<file path="src/rtl/cordic_sched_pkg.sv">
// Shared sizing, formats and helpers for the CORDIC NCO scheduler.
// Channel count and widths are fixed here; the top and rr_pick size off them.
package cordic_sched_pkg;

  localparam int N_CH       = 4;
  localparam int CH_W       = 2;
  localparam int PHASE_W    = 32;
  localparam int WIDTH      = 24;
  localparam int CORDIC_LAT = 1;

  // Q1.22 radians: one integer bit, 22 fraction bits, inside a WIDTH-bit word
  localparam int Q_INT  = 1;
  localparam int Q_FRAC = 22;
  localparam logic [WIDTH-1:0] HALF_PI_Q22 = 24'h6487ED;

  typedef enum logic [1:0] {
    IDLE,
    ISSUE,
    DRAIN
  } sched_state_t;

  typedef struct packed {
    logic            valid;
    logic [CH_W-1:0] ch;
    logic [1:0]      q;
  } tag_t;

  // Map the within-quadrant fraction of a turn onto [0, pi/2) in Q1.22.
  function automatic logic [WIDTH-1:0] fold_phase(input logic [PHASE_W-1:0] acc);
    logic [Q_FRAC-1:0]       f;
    logic [Q_FRAC+WIDTH-1:0] prod;
    f    = acc[PHASE_W-3 -: Q_FRAC];
    prod = {{WIDTH{1'b0}}, f} * {{Q_FRAC{1'b0}}, HALF_PI_Q22};
    return prod[Q_FRAC +: WIDTH];
  endfunction

  // Rotate a first-quadrant {sin, cos} pair back into quadrant q.
  function automatic logic [2*WIDTH-1:0] restore_quadrant(input logic [1:0]       q,
                                                          input logic [WIDTH-1:0] s,
                                                          input logic [WIDTH-1:0] c);
    logic [WIDTH-1:0] ns;
    logic [WIDTH-1:0] nc;
    ns = -s;
    nc = -c;
    case (q)
      2'd0:    return {s, c};
      2'd1:    return {c, ns};
      2'd2:    return {ns, nc};
      default: return {nc, s};
    endcase
  endfunction

endpackage

</file>
<file path="src/rtl/cordic_nco_scheduler_rr_pick.sv">
// Round-robin first-set finder: lowest pending channel at or after rr_ptr, wrapping.
module rr_pick
  import cordic_sched_pkg::*;
#(
  parameter int N = N_CH,
  parameter int W = CH_W
) (
  input  logic [N-1:0] pending,
  input  logic [W-1:0] rr_ptr,
  output logic [W-1:0] grant,
  output logic         found
);

  // scan offsets 0..N-1 from rr_ptr and keep the first hit
  always_comb begin
    int idx;
    grant = '0;
    found = 1'b0;
    idx   = 0;
    for (int k = 0; k < N; k++) begin
      idx = int'(rr_ptr) + k;
      if (idx >= N) idx = idx - N;
      if (!found && pending[W'(idx)]) begin
        found = 1'b1;
        grant = W'(idx);
      end
    end
  end

endmodule

</file>
<file path="src/rtl/cordic_nco_scheduler.sv">
// Time-shares one external CORDIC rotator across N_CH NCO channels.
// Each sample_tick issues one folded phase per enabled channel, round-robin;
// results come back tagged and are rotated into their original quadrant.
//
// state | meaning
// IDLE  | no batch; waiting for a tick with a nonzero ch_en
// ISSUE | one pending channel granted per cycle
// DRAIN | all issued; waiting for in-flight results to leave the tag pipe
module cordic_nco_scheduler
  import cordic_sched_pkg::*;
(
  input  logic               clk,
  input  logic               rst_n,
  input  logic               sample_tick,
  input  logic [N_CH-1:0]    ch_en,
  input  logic               cfg_we,
  input  logic               cfg_clr,
  input  logic [CH_W-1:0]    cfg_ch,
  input  logic [PHASE_W-1:0] cfg_fcw,
  output logic [WIDTH-1:0]   cordic_phase,
  input  logic [WIDTH-1:0]   cordic_sin,
  input  logic [WIDTH-1:0]   cordic_cos,
  output logic               out_valid,
  output logic [CH_W-1:0]    out_ch,
  output logic [WIDTH-1:0]   out_sin,
  output logic [WIDTH-1:0]   out_cos,
  output logic               busy,
  output logic               overrun
);

  sched_state_t       state;
  sched_state_t       state_nx;
  logic [N_CH-1:0]    pending;
  logic [N_CH-1:0]    grant_oh;
  logic [CH_W-1:0]    rr_ptr;
  logic [CH_W-1:0]    grant;
  logic               found;
  logic               issue;
  logic               tick_accept;
  logic               pipe_empty;
  logic               cfg_hit;
  logic [PHASE_W-1:0] acc [N_CH];
  logic [PHASE_W-1:0] fcw [N_CH];
  logic [PHASE_W-1:0] acc_g;
  tag_t               tag_pipe [CORDIC_LAT+1];

  rr_pick #(
    .N (N_CH),
    .W (CH_W)
  ) u_rr_pick (
    .pending (pending),
    .rr_ptr  (rr_ptr),
    .grant   (grant),
    .found   (found)
  );

  assign acc_g = acc[grant];

  // a tick only starts a batch when nothing is left to issue
  always_comb begin
    tick_accept = sample_tick && (pending == '0) && (ch_en != '0);
    cfg_hit     = cfg_we && (int'(cfg_ch) < N_CH);
    grant_oh    = '0;
    grant_oh[grant] = found;
  end

  // in-flight detection over every tag stage
  always_comb begin
    pipe_empty = 1'b1;
    for (int k = 0; k <= CORDIC_LAT; k++) begin
      if (tag_pipe[k].valid) pipe_empty = 1'b0;
    end
  end

  // FSM state register
  always_ff @(posedge clk or negedge rst_n) begin
    if (!rst_n) state <= IDLE;
    else        state <= state_nx;
  end

  // FSM next state
  always_comb begin
    state_nx = state;
    case (state)
      IDLE:    if (tick_accept) state_nx = ISSUE;
      ISSUE:   if ((pending & ~grant_oh) == '0) state_nx = DRAIN;
      DRAIN: begin
        if (tick_accept)     state_nx = ISSUE;
        else if (pipe_empty) state_nx = IDLE;
      end
      default: state_nx = IDLE;
    endcase
  end

  // FSM outputs
  always_comb begin
    busy  = (state != IDLE);
    issue = (state == ISSUE) && found;
  end

  // pending set, round-robin pointer and sticky overrun
  always_ff @(posedge clk or negedge rst_n) begin
    if (!rst_n) begin
      pending <= '0;
      rr_ptr  <= '0;
      overrun <= 1'b0;
    end else begin
      if (tick_accept)  pending <= ch_en;
      else if (issue)   pending <= pending & ~grant_oh;
      if (issue)        rr_ptr  <= (grant == CH_W'(N_CH-1)) ? '0 : grant + 1'b1;
      if (sample_tick && (pending != '0)) overrun <= 1'b1;
    end
  end

  // per-channel FCW and accumulator; a clear beats a same-cycle increment
  always_ff @(posedge clk or negedge rst_n) begin
    if (!rst_n) begin
      for (int i = 0; i < N_CH; i++) begin
        acc[i] <= '0;
        fcw[i] <= '0;
      end
    end else begin
      for (int i = 0; i < N_CH; i++) begin
        if (cfg_hit && (cfg_ch == CH_W'(i))) fcw[i] <= cfg_fcw;
        if (cfg_hit && cfg_clr && (cfg_ch == CH_W'(i)))
          acc[i] <= '0;
        else if (issue && (grant == CH_W'(i)))
          acc[i] <= acc[i] + fcw[i];
      end
    end
  end

  // folded phase to the rotator plus its tag, aligned to the rotator latency
  always_ff @(posedge clk or negedge rst_n) begin
    if (!rst_n) begin
      cordic_phase <= '0;
      for (int k = 0; k <= CORDIC_LAT; k++) tag_pipe[k] <= '0;
    end else begin
      if (issue) cordic_phase <= fold_phase(acc_g);
      tag_pipe[0] <= {issue, grant, acc_g[PHASE_W-1 -: 2]};
      for (int k = 1; k <= CORDIC_LAT; k++) tag_pipe[k] <= tag_pipe[k-1];
    end
  end

  // quadrant restore and tagged output register
  always_ff @(posedge clk or negedge rst_n) begin
    if (!rst_n) begin
      out_valid <= 1'b0;
      out_ch    <= '0;
      out_sin   <= '0;
      out_cos   <= '0;
    end else begin
      out_valid <= tag_pipe[CORDIC_LAT].valid;
      if (tag_pipe[CORDIC_LAT].valid) begin
        out_ch             <= tag_pipe[CORDIC_LAT].ch;
        {out_sin, out_cos} <= restore_quadrant(tag_pipe[CORDIC_LAT].q, cordic_sin, cordic_cos);
      end
    end
  end

endmodule

</file>
<file path="config.mk">
export PLATFORM = sky130hd
export DESIGN_NAME = cordic_nco_scheduler
export DESIGN_NICKNAME = d
export VERILOG_FILES = /design/src/rtl/cordic_sched_pkg.sv /design/src/rtl/cordic_nco_scheduler_rr_pick.sv /design/src/rtl/cordic_nco_scheduler.sv
export SDC_FILE = /design/constraint.sdc
export NUM_CORES = 2
export LEC_CHECK = 0
export ABC_CLOCK_PERIOD_IN_PS = 11600
export CORE_ASPECT_RATIO = 0.7
export CORE_MARGIN = 5
export CORE_UTILIZATION = 28
export DETAILED_ROUTE_END_ITERATION = 8
export DONT_BUFFER_PORTS = 1
export PLACE_DENSITY_LB_ADDON = 0.08
export SYNTH_ARGS = -nofsm -noshare
export SYNTH_HDL_FRONTEND = slang
export SYNTH_SLANG_ARGS = --single-unit
</file>
<file path="constraint.sdc">
create_clock -name clk -period 11.6 [get_ports clk]
set_clock_uncertainty 0.05 [all_clocks]
set_input_delay 0.58 -clock clk [delete_from_list [all_inputs] [get_ports clk]]
set_output_delay 0.58 -clock clk [all_outputs]
set_load 0.1 [all_outputs]
</file>
Word level (Yosys, flattened, before mapping)
Cells that the tools add are included.
- register bits: 349
- latch bits: 0
- bits in writable memories: 0
- bits in read-only memories: 0
- bits of input ports: 91
- output and inout bits: 77
- memories: 0
- add/subtract/negate cells: 14
- multiply operators: 1
- div/mod/pow operators: 0
- order comparisons: 11
- equality and inequality tests: 13
- shift-type cells: 0
- multiplexer cells: 48
- bitwise operators: 4
- reduce and logical (&&, ||, !) cells: 39
- operators by type and width (cell ; count):
    $mux W32 ; 10
    $pmux W48 S3 ; 1
    $add A32 B32 Y32 ; 4
    $bmux W32 S2 ; 1
    $neg A24 Y24 ; 2
    $mul A22 B23 Y45 const B ; 1
    $mux W2 ; 13
    $logic_and A1 B1 Y1 ; 21
    $lt A2 B4 Y1 const B ; 4
    $mux W1 ; 15
    $eq A2 B2 Y1 const B ; 6
    $ge A3 B3 Y1 const B ; 4
    $reduce_bool A2 Y1 ; 6
    $and A4 B4 Y4 ; 2
    $bmux W1 S2 ; 4
    $eq A2 B1 Y1 const B ; 4
    $logic_not A2 Y1 ; 4
    $logic_not A4 Y1 ; 2
    $mux W4 ; 2
    $reduce_bool A4 Y1 ; 2
    $sub A2 B1 Y2 const B ; 4
    $add A2 B2 Y3 const B ; 2
    $pmux W2 S3 ; 1
    $ne A2 B2 Y1 const B ; 2
    11 further kinds ; 13

Longest topological paths before layout
- depth after elaboration: 25
- mapped depth: 36

Hierarchy
From an unflattened synthesis, not the netlist that was laid out.
- cell total of the unflattened synthesis: 3165
- area, all modules: 29852.4 sq um
- by module, submodules not included (module ; times used ; cells an instance ; area each (sq um) ; seq. area each (sq um)):
    cordic_nco_scheduler ; 1 ; 3150 ; 29774.8 ; 8733.4
    rr_pick ; 1 ; 15 ; 77.6 ; 0.0

Least setup slack after synthesis
OpenSTA, ideal clock, no wires.
- path kind: flip-flop to flip-flop
- start: register rr_ptr[1]
- end: register cordic_phase[16]
- data arrival time: 8281 ps
- data required time: 11419 ps
- path slack: 3138 ps
- stages on the path, launching flop included: 31
- path buffers: 4
- period minus slack after synthesis: 8462 ps
- path through: dfrtp_1 -> buf_2 -> mux2i_1 -> o2bb2ai_1 -> nor2_2 -> clkbuf_1 -> clkbuf_1 -> buf_1 -> nand2_1 -> and3_1 -> a31oi_1 -> fa_1 -> inv_1 -> fa_1 -> fa_1 -> fa_1 -> inv_1 -> fa_1 -> fa_1 -> fa_1 -> ha_1 -> a21o_1 -> a21o_1 -> a21oi_1 -> o21ai_0 -> o41ai_4 -> o21ai_4 -> a2111oi_1 -> o31ai_1 -> xnor2_1 -> o21ai_1
- longest elaborated chain between the ends: 20
- ends and longest elaborated chain (item ; RTL line ; source):
    from (decl) ; cordic_nco_scheduler.sv:35 ; logic [CH_W-1:0] rr_ptr;
    from (signal assigned) ; cordic_nco_scheduler.sv:110 ; if (issue) rr_ptr <= (grant == CH_W'(N_CH-1)) ? '0 : grant + 1'b1;
    branches (longest 20 deep; another with $add A2 B1 Y3) ; n/a ;
    to (signal assigned) ; cordic_nco_scheduler.sv:139 ; if (issue) cordic_phase <= fold_phase(acc_g);
    to (decl) ; cordic_nco_scheduler.sv:20 ; output logic [WIDTH-1:0] cordic_phase,
Parallel ways; which one is timed is not known. The select of a mux whose other input is x is not followed.
A chain may end at the register's enable or synchronous reset.

Worst setup path after layout
Same ends and word-level chain as after synthesis.

==> impl_metrics.tcl <==
set metrics [dict create \
    status "finished, final reports clean" \
    portBuffers 0 \
    endpoint_kind "flop" \
    synthArstFlopShare_pct 100 \
    met1_usage_pct 27.4 \
    yosysTopAreaCellShare_pct 29.3 \
    core.rowCount 100 \
    start_kind "flop" \
    dp_hpwl_um 76600 \
    die_area_mm2 0.113 \
    critPathKind "reg2reg" \
    regArea_mm2 0.00874 \
    postRouteAntennaNets 0 \
    antenna_found_initial 8 \
    yosys_warnings 0 \
    area_growth_pct 11.5 \
    grt_pass1_wl_um 151000 \
    busiest_layer "met1" \
    hp-class "in2reg" \
    synth-main-ff-cell "dfrtp_1" \
    totalWireLength_um 100000 \
    overflow 0 \
    start_util_pct 28.1 \
    worstRegToRegCells 27 \
    grt.total_usage_pct 17.6 \
    chipHeight_um 283 \
    numCtsBuffers 44 \
    max_freq_ghz 0.103 \
    dr_total_vias 22756 \
    yosys-top-cells-area "dfrtp_1, ha_1, fa_1, nand2_1, mux2_2" \
    core-area_mm2 0.106 \
    rsz0062_at_grt "no" \
    critPathMaxFanout 47 \
    grt_max_degree 350 \
    cts.sinks 349 \
    multi_input_area_mm2 0.0195 \
    tightestPinTransition_ps 1100 \
    route.detailed.drc 0 \
    finalSetupTns_ps 0 \
    fp.dieW_um 400 \
    htree_levels 2 \
    nets 3806 \
    synth_seq_area_share_pct 29.3 \
    cts_setup_buffers 0 \
    ys_top_cells_by_count "nand2_1, ha_1, dfrtp_1, inv_1, a21oi_1" \
    drt_iter0_markers 1444 \
    maxSlewViolCount 0 \
    clock_latency_ps 620 \
    synth-edff-count 0 \
    finalHoldViolations 0 \
    post-synth-top-count-cell "nand2_1" \
    pin_count 168 \
    fin_crit_sh_pct 83.3 \
    synth.distinct_cells 87 \
    cp_data_arrival_time_ps 10060 \
    required_ps 12000 \
    netlist_area_mm2 0.0298 \
    max-cap-violations 0 \
    grtUsageMet2_pct 25.9 \
    synth_cells 3198 \
    postCtsResizedCells 0 \
    clockRootBuffer "clkbuf_16" \
    synthesis.nets 3810 \
    max_slew_margin_pct 26.2 \
    drive_gt1_share_pct 8.34 \
    min_path_cells 1 \
    finalSetupViolCount 0 \
    gp_congestion 0.880 \
    post-route-min-period_ps 9660 \
    yosysTopAreaCell "dfrtp_1" \
    grtUsageMet3_pct 2.59 \
    tritoncts "built" \
    vias_per_cell 4.89 \
    clock_tree.buffer_depth 3 \
    cts.clk_slew.worst_paths_ps 60 \
    wl_per_cell_um 21.5 \
    nFillCells 11042 \
    avgSynthCellArea_um2 9.31 \
    firstDrtPassIters 5 \
    grt_pass1_vias 22885 \
    ys_seq_elements 349 \
]
-- cells by family after synthesis --
family | Yosys count | share of synthesized area, %
other cells | 1 | 0.0126
xor+xnor | 174 | 5.12
mux | 147 | 5.96
fa+ha+maj | 521 | 26.2
simple gates | 881 | 13.4
flops | 349 | 29.3
compound gates | 705 | 14.7
buf+inv | 420 | 5.33
-- critical path: stages, from the launching register on --
cell       delay (ps)
dfrtp_1           450
nand2b_1          190
a21oi_1           380
nor2_4            260
inv_2             760
nand2_1           110
and3_1            220
a31oi_1           630
fa_1              580
inv_1             200
fa_1              470
fa_1              500
fa_1              550
inv_1              50
fa_1              390
fa_1              440
fa_1              450
ha_1              360
a21o_1            170
a21o_1            170
a21oi_1           140
o21ai_0           190
o41ai_4           640
o21ai_4           170
a2111oi_1         540
o31ai_1           170
xnor2_1           170
o21ai_1            80
-- cells in the final DEF (no fill, tap or decap), drive strengths merged, types with 12 or more instances in the layout --
cell type    instances
mux2i               12
xnor2              123
a21oi              229
o21bai              22
buf                 30
xor2                51
a211oi              26
nor2b               21
ha                 352
mux2               123
a31oi               23
and3                23
nor2               114
nor3                27
nand2b              28
nand3               76
nor3b               16
mux4                12
and2                14
nor4                13
o211ai              27
inv                313
fa                 169
dlygate4sd3         28
clkbuf              65
o21ai              183
dfrtp              349
nand4               12
o31ai               20
o21a                16
or3                 18
nand2              489
a21o                89
-- layer usage --
layer  up-vias  part of all wire (%)  routed length, um
li1      11000                     -                  -
met1     11221                    53              52900
met2       438                    41              41100
met3        95                   4.5               4460
met4         2                   1.7               1660
met5         -                 0.012                 12
-- through the flow --
step	cell area [um^2]	hold WS (ps)	std cells	setup WS (ps)	util [%]
2_1_floorplan	29800	234	3198	3140	-
3_3_place_gp	31400	246	4545	2150	29.6
3_5_place_dp	31400	246	4545	1870	29.6
4_1_cts	33100	1.33	4650	1830	31.3
5_1_grt	33200	16.7	4654	1290	31.3
6_report	33200	56.5	4655	1940	31.3
-- worst paths after layout --
kind	startpoint	end	slack, ps
max	rr_ptr[1]	cordic_phase[16]	1940
min	cfg_fcw[23]	fcw[23]	60
max reg2reg	rr_ptr[1]	cordic_phase[16]	1940
min reg2reg	tag_pipe[8]	tag_pipe[3]	300
max in group asynchronous	rst_n	fcw[125]	9170
min in group asynchronous	rst_n	out_cos[6]	450
-- flip-flops by register name, indices dropped and copies added (netlist names) --
| register | cells |
|---|---|
| fcw | 128 |
| out_sin | 24 |
| rr_ptr | 2 |
| cordic_phase | 23 |
| out_valid | 1 |
| overrun | 1 |
| tag_pipe | 10 |
| acc | 128 |
| out_ch | 2 |
| out_cos | 24 |
| pending | 4 |
| state | 2 |
-- timing repair --
item,4_1_cts,5_1_grt
endpoints found under the hold margin,376,53
hold buffers,28,1
setup endpoints to repair,0,0
-- cell type report --
type	instances	area share, %
multi-input combinational	2429	58.7
sequential	349	26.3
tap	1428	5.38
clock buffer	65	3.76
inverter	312	3.53
timing repair buffer	58	1.70
clock inverter	12	0.629
antenna	2	0.0151
Power is left out: the tool's default activity adds up to more than one toggle a clock period on the data nets, which glitch-free logic cannot reach.
